===== src/rtl/usb_crc_pkg.sv =====
// Shared types, polynomials and FSM encodings for the USB CRC serializer.
// Also provides the one-bit serial CRC step used by the LFSR.
package usb_crc_pkg;

  typedef enum logic {
    CRC5  = 1'b0,
    CRC16 = 1'b1
  } crc_mode_t;

  localparam logic [4:0]  CRC5_POLY     = 5'b00101;
  localparam logic [15:0] CRC16_POLY    = 16'h8005;
  localparam int          CRC5_W        = 5;
  localparam int          CRC16_W       = 16;
  localparam int          TOKEN_FIELD_W = 11;

  // Remainder a receiver sees after running the CRC over field plus sent CRC
  localparam logic [4:0]  CRC5_RES  = 5'b01100;
  localparam logic [15:0] CRC16_RES = 16'h800D;

  localparam logic [1:0] ST_IDLE = 2'd0;
  localparam logic [1:0] ST_DATA = 2'd1;
  localparam logic [1:0] ST_CRC  = 2'd2;

  // MSB-feedback serial step; in CRC5 mode bits [15:5] are carried unchanged
  function automatic logic [15:0] crc_next(input logic [15:0] crc,
                                           input logic        din,
                                           input crc_mode_t   mode);
    logic        fb;
    logic [15:0] r;
    if (mode == CRC16) begin
      fb = din ^ crc[15];
      r  = {crc[14:0], 1'b0} ^ (fb ? CRC16_POLY : 16'h0000);
    end else begin
      fb = din ^ crc[4];
      r  = {crc[15:5], crc[3:0], 1'b0} ^ {11'h000, (fb ? CRC5_POLY : 5'h00)};
    end
    return r;
  endfunction

endpackage


===== src/rtl/usb_crc_lfsr.sv =====
// Serial CRC register, 16 bits wide; CRC5 mode works on bits [4:0] only.
module usb_crc_lfsr
  import usb_crc_pkg::*;
(
  input  logic        clk,
  input  logic        rst,
  input  logic        init,
  input  logic        step,
  input  logic        data_bit,
  input  crc_mode_t   mode,
  output logic [15:0] crc
);

  logic [15:0] crc_q;
  logic [15:0] crc_d;

  // Next-state: seed to all-ones at the selected width, or advance one bit
  always_comb begin
    crc_d = crc_q;
    if (init) begin
      if (mode == CRC16) begin
        crc_d = 16'hFFFF;
      end else begin
        crc_d = {crc_q[15:5], 5'h1F};
      end
    end else if (step) begin
      crc_d = crc_next(crc_q, data_bit, mode);
    end else begin
      crc_d = crc_q;
    end
  end

  // CRC state register
  always_ff @(posedge clk or posedge rst) begin
    if (rst) begin
      crc_q <= 16'hFFFF;
    end else begin
      crc_q <= crc_d;
    end
  end

  assign crc = crc_q;

endmodule


===== src/rtl/usb_crc_serializer.sv =====
// Loads a token or data field, streams it LSB-first, then the inverted CRC
// MSB-first, under valid/ready flow control on the serial side.
module usb_crc_serializer
  import usb_crc_pkg::*;
#(
  parameter int MAX_FIELD_W = 64,
  parameter int LEN_W       = $clog2(MAX_FIELD_W + 1)
) (
  input  logic                   clk,
  input  logic                   rst,
  input  logic                   in_valid,
  output logic                   in_ready,
  input  logic                   crc_mode,
  input  logic [MAX_FIELD_W-1:0] field,
  input  logic [LEN_W-1:0]       field_len,
  output logic                   out_bit,
  output logic                   out_valid,
  input  logic                   out_ready,
  output logic                   out_last,
  output logic                   busy,
  output logic                   err_len
);

  localparam int IDX_W = $clog2(MAX_FIELD_W);

  logic [1:0]             state_q, state_d;
  logic [LEN_W-1:0]       idx_q, idx_d;
  logic [LEN_W-1:0]       len_q;
  logic [MAX_FIELD_W-1:0] field_q;
  crc_mode_t              mode_q;
  logic                   err_q;

  logic                   load_s;
  logic                   len_ok_s;
  logic                   lfsr_step_s;
  crc_mode_t              lfsr_mode_s;
  logic [15:0]            crc_s;
  logic [15:0]            crc_msb_s;
  logic [3:0]             crc_idx_s;
  logic [IDX_W-1:0]       field_idx_s;
  logic                   data_bit_s;
  logic                   crc_bit_s;
  logic [LEN_W-1:0]       last_crc_idx_s;

  assign load_s = in_valid & (state_q == ST_IDLE);

  // Length legality of the incoming load
  always_comb begin
    if (crc_mode_t'(crc_mode) == CRC16) begin
      len_ok_s = (field_len[2:0] == 3'd0) && (field_len <= LEN_W'(MAX_FIELD_W));
    end else begin
      len_ok_s = (field_len == LEN_W'(TOKEN_FIELD_W));
    end
  end

  // The seed width must follow the incoming mode, not the previous packet's
  assign lfsr_mode_s = load_s ? crc_mode_t'(crc_mode) : mode_q;

  usb_crc_lfsr u_lfsr (
    .clk      (clk),
    .rst      (rst),
    .init     (load_s),
    .step     (lfsr_step_s),
    .data_bit (data_bit_s),
    .mode     (lfsr_mode_s),
    .crc      (crc_s)
  );

  // Left-align the active CRC so bit 15 is always its MSB
  assign crc_msb_s      = (mode_q == CRC16) ? crc_s : {crc_s[4:0], 11'h000};
  assign crc_idx_s      = 4'd15 - idx_q[3:0];
  assign crc_bit_s      = crc_msb_s[crc_idx_s];
  assign field_idx_s    = idx_q[IDX_W-1:0];
  assign data_bit_s     = field_q[field_idx_s];
  assign last_crc_idx_s = (mode_q == CRC16) ? LEN_W'(CRC16_W - 1) : LEN_W'(CRC5_W - 1);

  // Packet sequencing: IDLE -> DATA (skipped for empty payloads) -> CRC -> IDLE
  always_comb begin
    state_d     = state_q;
    idx_d       = idx_q;
    lfsr_step_s = 1'b0;
    case (state_q)
      ST_IDLE: begin
        if (load_s && len_ok_s) begin
          idx_d   = {LEN_W{1'b0}};
          state_d = (field_len != {LEN_W{1'b0}}) ? ST_DATA : ST_CRC;
        end else begin
          state_d = ST_IDLE;
        end
      end
      ST_DATA: begin
        if (out_ready) begin
          lfsr_step_s = 1'b1;
          if (idx_q == len_q - LEN_W'(1)) begin
            state_d = ST_CRC;
            idx_d   = {LEN_W{1'b0}};
          end else begin
            idx_d = idx_q + LEN_W'(1);
          end
        end else begin
          state_d = ST_DATA;
        end
      end
      ST_CRC: begin
        if (out_ready) begin
          if (idx_q == last_crc_idx_s) begin
            state_d = ST_IDLE;
            idx_d   = {LEN_W{1'b0}};
          end else begin
            idx_d = idx_q + LEN_W'(1);
          end
        end else begin
          state_d = ST_CRC;
        end
      end
      default: begin
        state_d = ST_IDLE;
        idx_d   = {LEN_W{1'b0}};
      end
    endcase
  end

  // Control state, load capture and the reject pulse
  always_ff @(posedge clk or posedge rst) begin
    if (rst) begin
      state_q <= ST_IDLE;
      idx_q   <= {LEN_W{1'b0}};
      len_q   <= {LEN_W{1'b0}};
      field_q <= {MAX_FIELD_W{1'b0}};
      mode_q  <= CRC5;
      err_q   <= 1'b0;
    end else begin
      state_q <= state_d;
      idx_q   <= idx_d;
      err_q   <= load_s & ~len_ok_s;
      if (load_s) begin
        field_q <= field;
        len_q   <= field_len;
        mode_q  <= crc_mode_t'(crc_mode);
      end else begin
        field_q <= field_q;
        len_q   <= len_q;
        mode_q  <= mode_q;
      end
    end
  end

  // Serial bit selection
  always_comb begin
    case (state_q)
      ST_DATA: out_bit = data_bit_s;
      ST_CRC:  out_bit = ~crc_bit_s;
      default: out_bit = 1'b0;
    endcase
  end

  assign out_valid = (state_q != ST_IDLE);
  assign out_last  = (state_q == ST_CRC) && (idx_q == last_crc_idx_s);
  assign in_ready  = (state_q == ST_IDLE);
  assign busy      = ~in_ready;
  assign err_len   = err_q;

endmodule


===== config.mk =====
export PLATFORM = sky130hd
export DESIGN_NAME = usb_crc_serializer
export DESIGN_NICKNAME = d
export VERILOG_FILES = /design/src/rtl/usb_crc_pkg.sv /design/src/rtl/usb_crc_lfsr.sv /design/src/rtl/usb_crc_serializer.sv
export SDC_FILE = /design/constraint.sdc
export NUM_CORES = 1
export LEC_CHECK = 0
export CORE_MARGIN = 5
export CORE_UTILIZATION = 45
export CTS_CLUSTER_DIAMETER = 150
export DETAILED_ROUTE_END_ITERATION = 6
export PLACE_DENSITY_LB_ADDON = 0.2
export SLEW_MARGIN = 5
export SYNTH_ARGS = -nofsm -noshare
export SYNTH_HDL_FRONTEND = slang
export SYNTH_SLANG_ARGS = --single-unit

===== constraint.sdc =====
create_clock -name clk -period 4.62 [get_ports clk]
set_input_delay 0.693 -clock clk [delete_from_list [all_inputs] [get_ports clk]]
set_output_delay 0.693 -clock clk [all_outputs]
set_load 0.01 [all_outputs]

Word-level counts from Yosys, hierarchy flattened

Index checks and enable logic that the tools add are counted.

$add $sub $neg: 3
Reduce and logical (&&, ||, !) cells: 11
Order comparisons: 3
Bitwise logic cells: 9
Mux-type cells: 30
Equal/unequal tests: 11

Operator list:

| kind                                                   | number |
|---|---|
| 2-to-1 mux 16 bit                                      | 6 |
| 2-to-1 mux 7 bit                                       | 5 |
| one-hot mux 7 bit (3 select lines)                     | 1 |
| bitwise XOR 16 bit                                     | 1 |
| bitwise XOR 16 x 5 -> 16 bit                           | 1 |
| 2-to-1 mux 2 bit                                       | 6 |
| adder 7 x 1 -> 7 bit (second input constant)           | 1 |
| equality test 7 x 4 -> 1 bit                           | 1 |
| equality test 7 x 4 -> 1 bit (second input constant)   | 1 |
| equality test 7 bit                                    | 1 |
| less-or-equal comparator 7 bit (second input constant) | 1 |
| < comparator 6 x 7 -> 1 bit (second input constant)    | 1 |
| nonzero test 7 bit                                     | 1 |
| subtractor 7 x 1 -> 7 bit (second input constant)      | 1 |
| binary-select mux 1 bit (select 6 bit)                 | 1 |
| 2-to-1 mux 1 bit                                       | 6 |
| inequality test 3 bit (second input constant)          | 2 |
| one-hot mux 2 bit (3 select lines)                     | 1 |
| < comparator 4 x 5 -> 1 bit (second input constant)    | 1 |
| binary-select mux 1 bit (select 4 bit)                 | 1 |
| 2-to-1 mux 4 bit                                       | 1 |
| inequality test 2 x 1 -> 1 bit (second input constant) | 2 |
| inequality test 2 bit (second input constant)          | 2 |
| AND reduction 2 bit                                    | 2 |
| 13 further kinds                                       | 20 |

Register bits: 98
Bits of input ports: 76
Output and inout bits: 6

Logic depth before layout (Yosys ltp)

Depth after elaboration: 8
Mapped depth: 9
Mapped depth without buffers: 9

Cells and area by module

A second synthesis with hierarchy kept.

Cells, all modules: 424
Area, all modules: 5,306.3 um^2

By module, submodules not included:

| module             | instances | cells an instance | area each (um^2) |
|---|---|---|---|
| usb_crc_serializer | 1         | 358               | 4,491.8 |
| usb_crc_lfsr       | 1         | 66                | 814.5 |

Worst setup path before layout

Ideal clock, no wire load.

Path type: reg-to-output
Start point: register idx_q[0]
End point: output out_bit
Slack: 1.876 ns
Arrival time: 2.051 ns
Cell stages (with the launch flop): 10
Path through: dfrtp_1 > buf_6 > buf_6 > buf_2 > mux4_2 > mux2i_1 > nor2_1 > a21oi_1 > o221ai_1 > a21boi_0

Longest elaborated chain between the ends: 5

RTL lines:

| what                                   | line                      | source |
|---|---|---|
| from (decl)                            | usb_crc_serializer.sv:27  | `logic [LEN_W-1:0] idx_q, idx_d;` |
| from (signal assigned)                 | usb_crc_serializer.sv:127 | `idx_q <= {LEN_W{1'b0}};` |
| from (signal assigned)                 | usb_crc_serializer.sv:134 | `idx_q <= idx_d;` |
| subtractor 4 bit                       | usb_crc_serializer.sv:71  | `assign crc_idx_s = 4'd15 - idx_q[3:0];` |
| binary-select mux 1 bit (select 4 bit) | usb_crc_serializer.sv:72  | `assign crc_bit_s = crc_msb_s[crc_idx_s];` |
| 2-to-1 mux 1 bit (not written as such) | usb_crc_serializer.sv:72  |  |
| inverter 1 bit                         | usb_crc_serializer.sv:152 | `ST_CRC: out_bit = ~crc_bit_s;` |
| one-hot mux 1 bit (2 select lines) *   | usb_crc_serializer.sv:150 | `case (state_q)` |
| to (decl)                              | usb_crc_serializer.sv:16  | `output logic out_bit,` |

Mark *: on every way between the ends. The rest lies on a longest branch, timed or not. The select of a mux whose other input is x is not followed.

Final worst setup path

Same ends and word-level chain as after synthesis.

==> impl_results.md <==
- CTS tree: yes
- Arrival @ worst endpoint: 3.35 ns
- Worst-margin pin slew: 0.873 ns
- Row cnt: 39
- Gp weighted congestion: 0.795
- Ys async rst share: 100%
- Detailed Place HPWL: 8210 microns
- Layout cells sized above 1: 26.6%
- Number of diodes: 0
- Max cap viols: 0
- Most used flip-flop cell after synthesis: dfrtp_1
- Initial Util: 45.6%
- Vias per cell: 5.64
- PortBufs: 81
- Register area share after synthesis: 47.9%
- Core area: 11,300 sq um
- Die Wd: 117 microns
- Setup bufs post-CTS: 0
- Headroom to the max-slew limit: 41.8%
- Die area: 13,700 sq um
- Die H: 117 microns
- Slowest Stage Delay on Critical Path: 0.93 ns
- Crit path kind: flip-flop to output port
- Synthesized Nets: 502
- Antenna violations before repair: 0
- Cell variety after synth: 58
- Max Fanout on Critical Path: 33
- Drt pass-1 iters: 4
- Fin nets: 573
- Num CTS Buffers: 9
- Mapped cell area: 5160 sq um
- Final-report hold violation count: 0
- Mean Syn Cell Area: 12.3 sq um
- DRC: 0
- First-pass GRT wire length: 18,500 microns
- Post-route insts no fill: 639
- Worst-path clk slew: 0.06 ns
- Top-area cell type share of the netlist area: 39.7%
- CP Data Required Time: 3.93 ns
- Pin count of the biggest net entering global routing: 51
- Skew-Pair Late Insertion Delay: 0.33 ns
- Post-synth EDFFs: 0
- Gr usage total: 17.2%
- Worst Skew: 0.00774 ns
- Dpl cells: 623
- Total Power: 0.00210 W
- Sink Count: 98
- Slowest library cell on the worst path: dfrtp_2
- Worst VDD drop: 0.146 mV
- Max Clk Rate: 247 MHz
- Leakage: 2.46 nW
- Htree depth: 3
- Worst hold path type: flip-flop to flip-flop
- Initial DRC Count: 161
- Yosys Warn Count: 0
- Post-CTS sizing: 0
- Slew Viols, Final: 0
- CP startpoint kind: flip-flop
- Mapped Cells: 420
- Synth area leader: dfrtp_1
- GRT overflow: 0
- Final WL: 11,100 microns
- Final min period: 4.05 ns
- Cells along the critical path: mux4_1 > nor2_1 > o311ai_1 > a31oi_2 > nor2_2 > nand2_1 > a21boi_0 > clkdlybuf4s50_1
- Most numerous cell in the Yosys netlist: dfrtp_1
- CP endpoint kind: output port
- Clock root buffer: clkbuf_16
- Final setup viols: 0
- Wire per inst: 17.4 microns
- Seq cells post-synth: 98
- Layout area overhead: 22.2%
- Via Count: 3,607
- Hold_buf cts: 0
- Setup WS pre-CTS: 0.887 ns
- RSZ-0062 raised after global routing: no
- CTS max path bufs: 2
- Setup ws final: 0.572 ns
- Vias in the first global route: 3,680
- Post-route setup TNS: 0 ns
- Reg2reg setup slack: 1.79 ns
- Pwr/cell area: 333 nW/um^2
- Post-synth top cells: dfrtp_1 (82), mux2_2 (74), nand2_1 (30)
- Outcome: finished, final reports clean
- Final period util: 87.6%
- Post-route ant nets: 0
- Largest cells by area after synthesis: dfrtp_1 (40%), mux2_2 (16%), dfstp_2 (8.1%)
- Layout Utilization: 55.8%
- IO Count: 82
[critical path, delay by kind of cell, from the launching register on]
kind                   cells  cell delay (ns)
AOI/OAI and AO/OA          3             0.73
buffers and inverters      1             0.57
muxes                      1             0.40
and+or+nand+nor            3             0.39
DFF                        1             0.93
[power by group]
part	switching, W	total [W]	internal [W]
registers	0.0000780	0.00104	0.000957
logic	0.000154	0.000394	0.000239
clock network	0.000307	0.000673	0.000365
total	0.000540	0.00210	0.00156
[sequential cells by signal, indices dropped and copies added, names as in the netlist]
signal      cells
len_q           7
err_len         1
idx_q           7
field_q        64
mode_q          1
u_lfsr.crc     16
state_q         2
[through the flow]
step                hold WS (ns)  area (sq um)
floorplan                  0.472          5160
global placement           0.488          6050
detailed placement         0.493          6050
CTS                        0.507          6310
global route               0.513          6310
finish                     0.505          6310
[path summary, 6_finish.rpt]
check | cells past startpoint | end | start
worst max register to register | 7 | u_lfsr.crc[15]$_DFFE_PP1P_ | idx_q[0]$_DFFE_PP0P_
min in group asynchronous | 2 | field_q[34]$_DFFE_PP0P_ | rst
max in group asynchronous | 3 | field_q[48]$_DFFE_PP0P_ | rst
worst max-delay path | 8 | out_bit | idx_q[0]$_DFFE_PP0P_
worst min register to register | 1 | field_q[40]$_DFFE_PP0P_ | field_q[40]$_DFFE_PP0P_
worst min-delay path | 1 | field_q[40]$_DFFE_PP0P_ | field_q[40]$_DFFE_PP0P_
[area by class of cell]
type,count,area (sq um)
Fill cell,981,5010
Multi-Input combinational cell,283,2500
Sequential cell,98,2470
Timing Repair Buffer,87,856
Clock buffer,13,240
Tap cell,143,179
Inverter,12,47.5
Clock inverter,3,20.0
[per-layer routing]
layer  routed length, microns  track usage (%)
met5                        0                0
met4                      164             4.89
met3                      551             3.55
met2                     5390             27.1
met1                     5030             24.3
[cells by family (layout without fill, tap and decap cells)]
logic type | after synthesis | in the layout | share of synthesized area [%]
multiplexers | 106 | 106 | 26.8
flip-flops | 98 | 98 | 47.9
AND/OR/NAND/NOR | 94 | 94 | 8.92
AO/OA/AOI/OAI | 69 | 69 | 9.62
buffers and inverters | 39 | 115 | 3.80
XOR/XNOR | 8 | 8 | 1.50
adder cells (fa/ha/maj) | 6 | 6 | 1.45
[layout by cell type (no fill, tap or decap), types with 4 or more instances in the layout]
cell,Yosys,final
clkbuf_1,11,4
nor4_1,4,4
dfstp_2,16,16
clkbuf_16,0,9
mux4_2,12,12
o22ai_1,4,4
ha_1,6,6
nand3_1,7,7
buf_4,3,6
xor2_1,6,6
dfrtp_1,82,81
mux2_2,74,74
mux4_1,5,5
inv_1,11,10
nor3_1,5,5
nand2_1,30,30
nand2b_1,8,8
o22a_1,10,10
nor2_1,20,20
a21oi_1,8,8
clkdlybuf4s50_1,0,81
mux2i_1,15,15
o21ai_0,15,15
No activity file was read; power rests on OpenSTA's default activity.
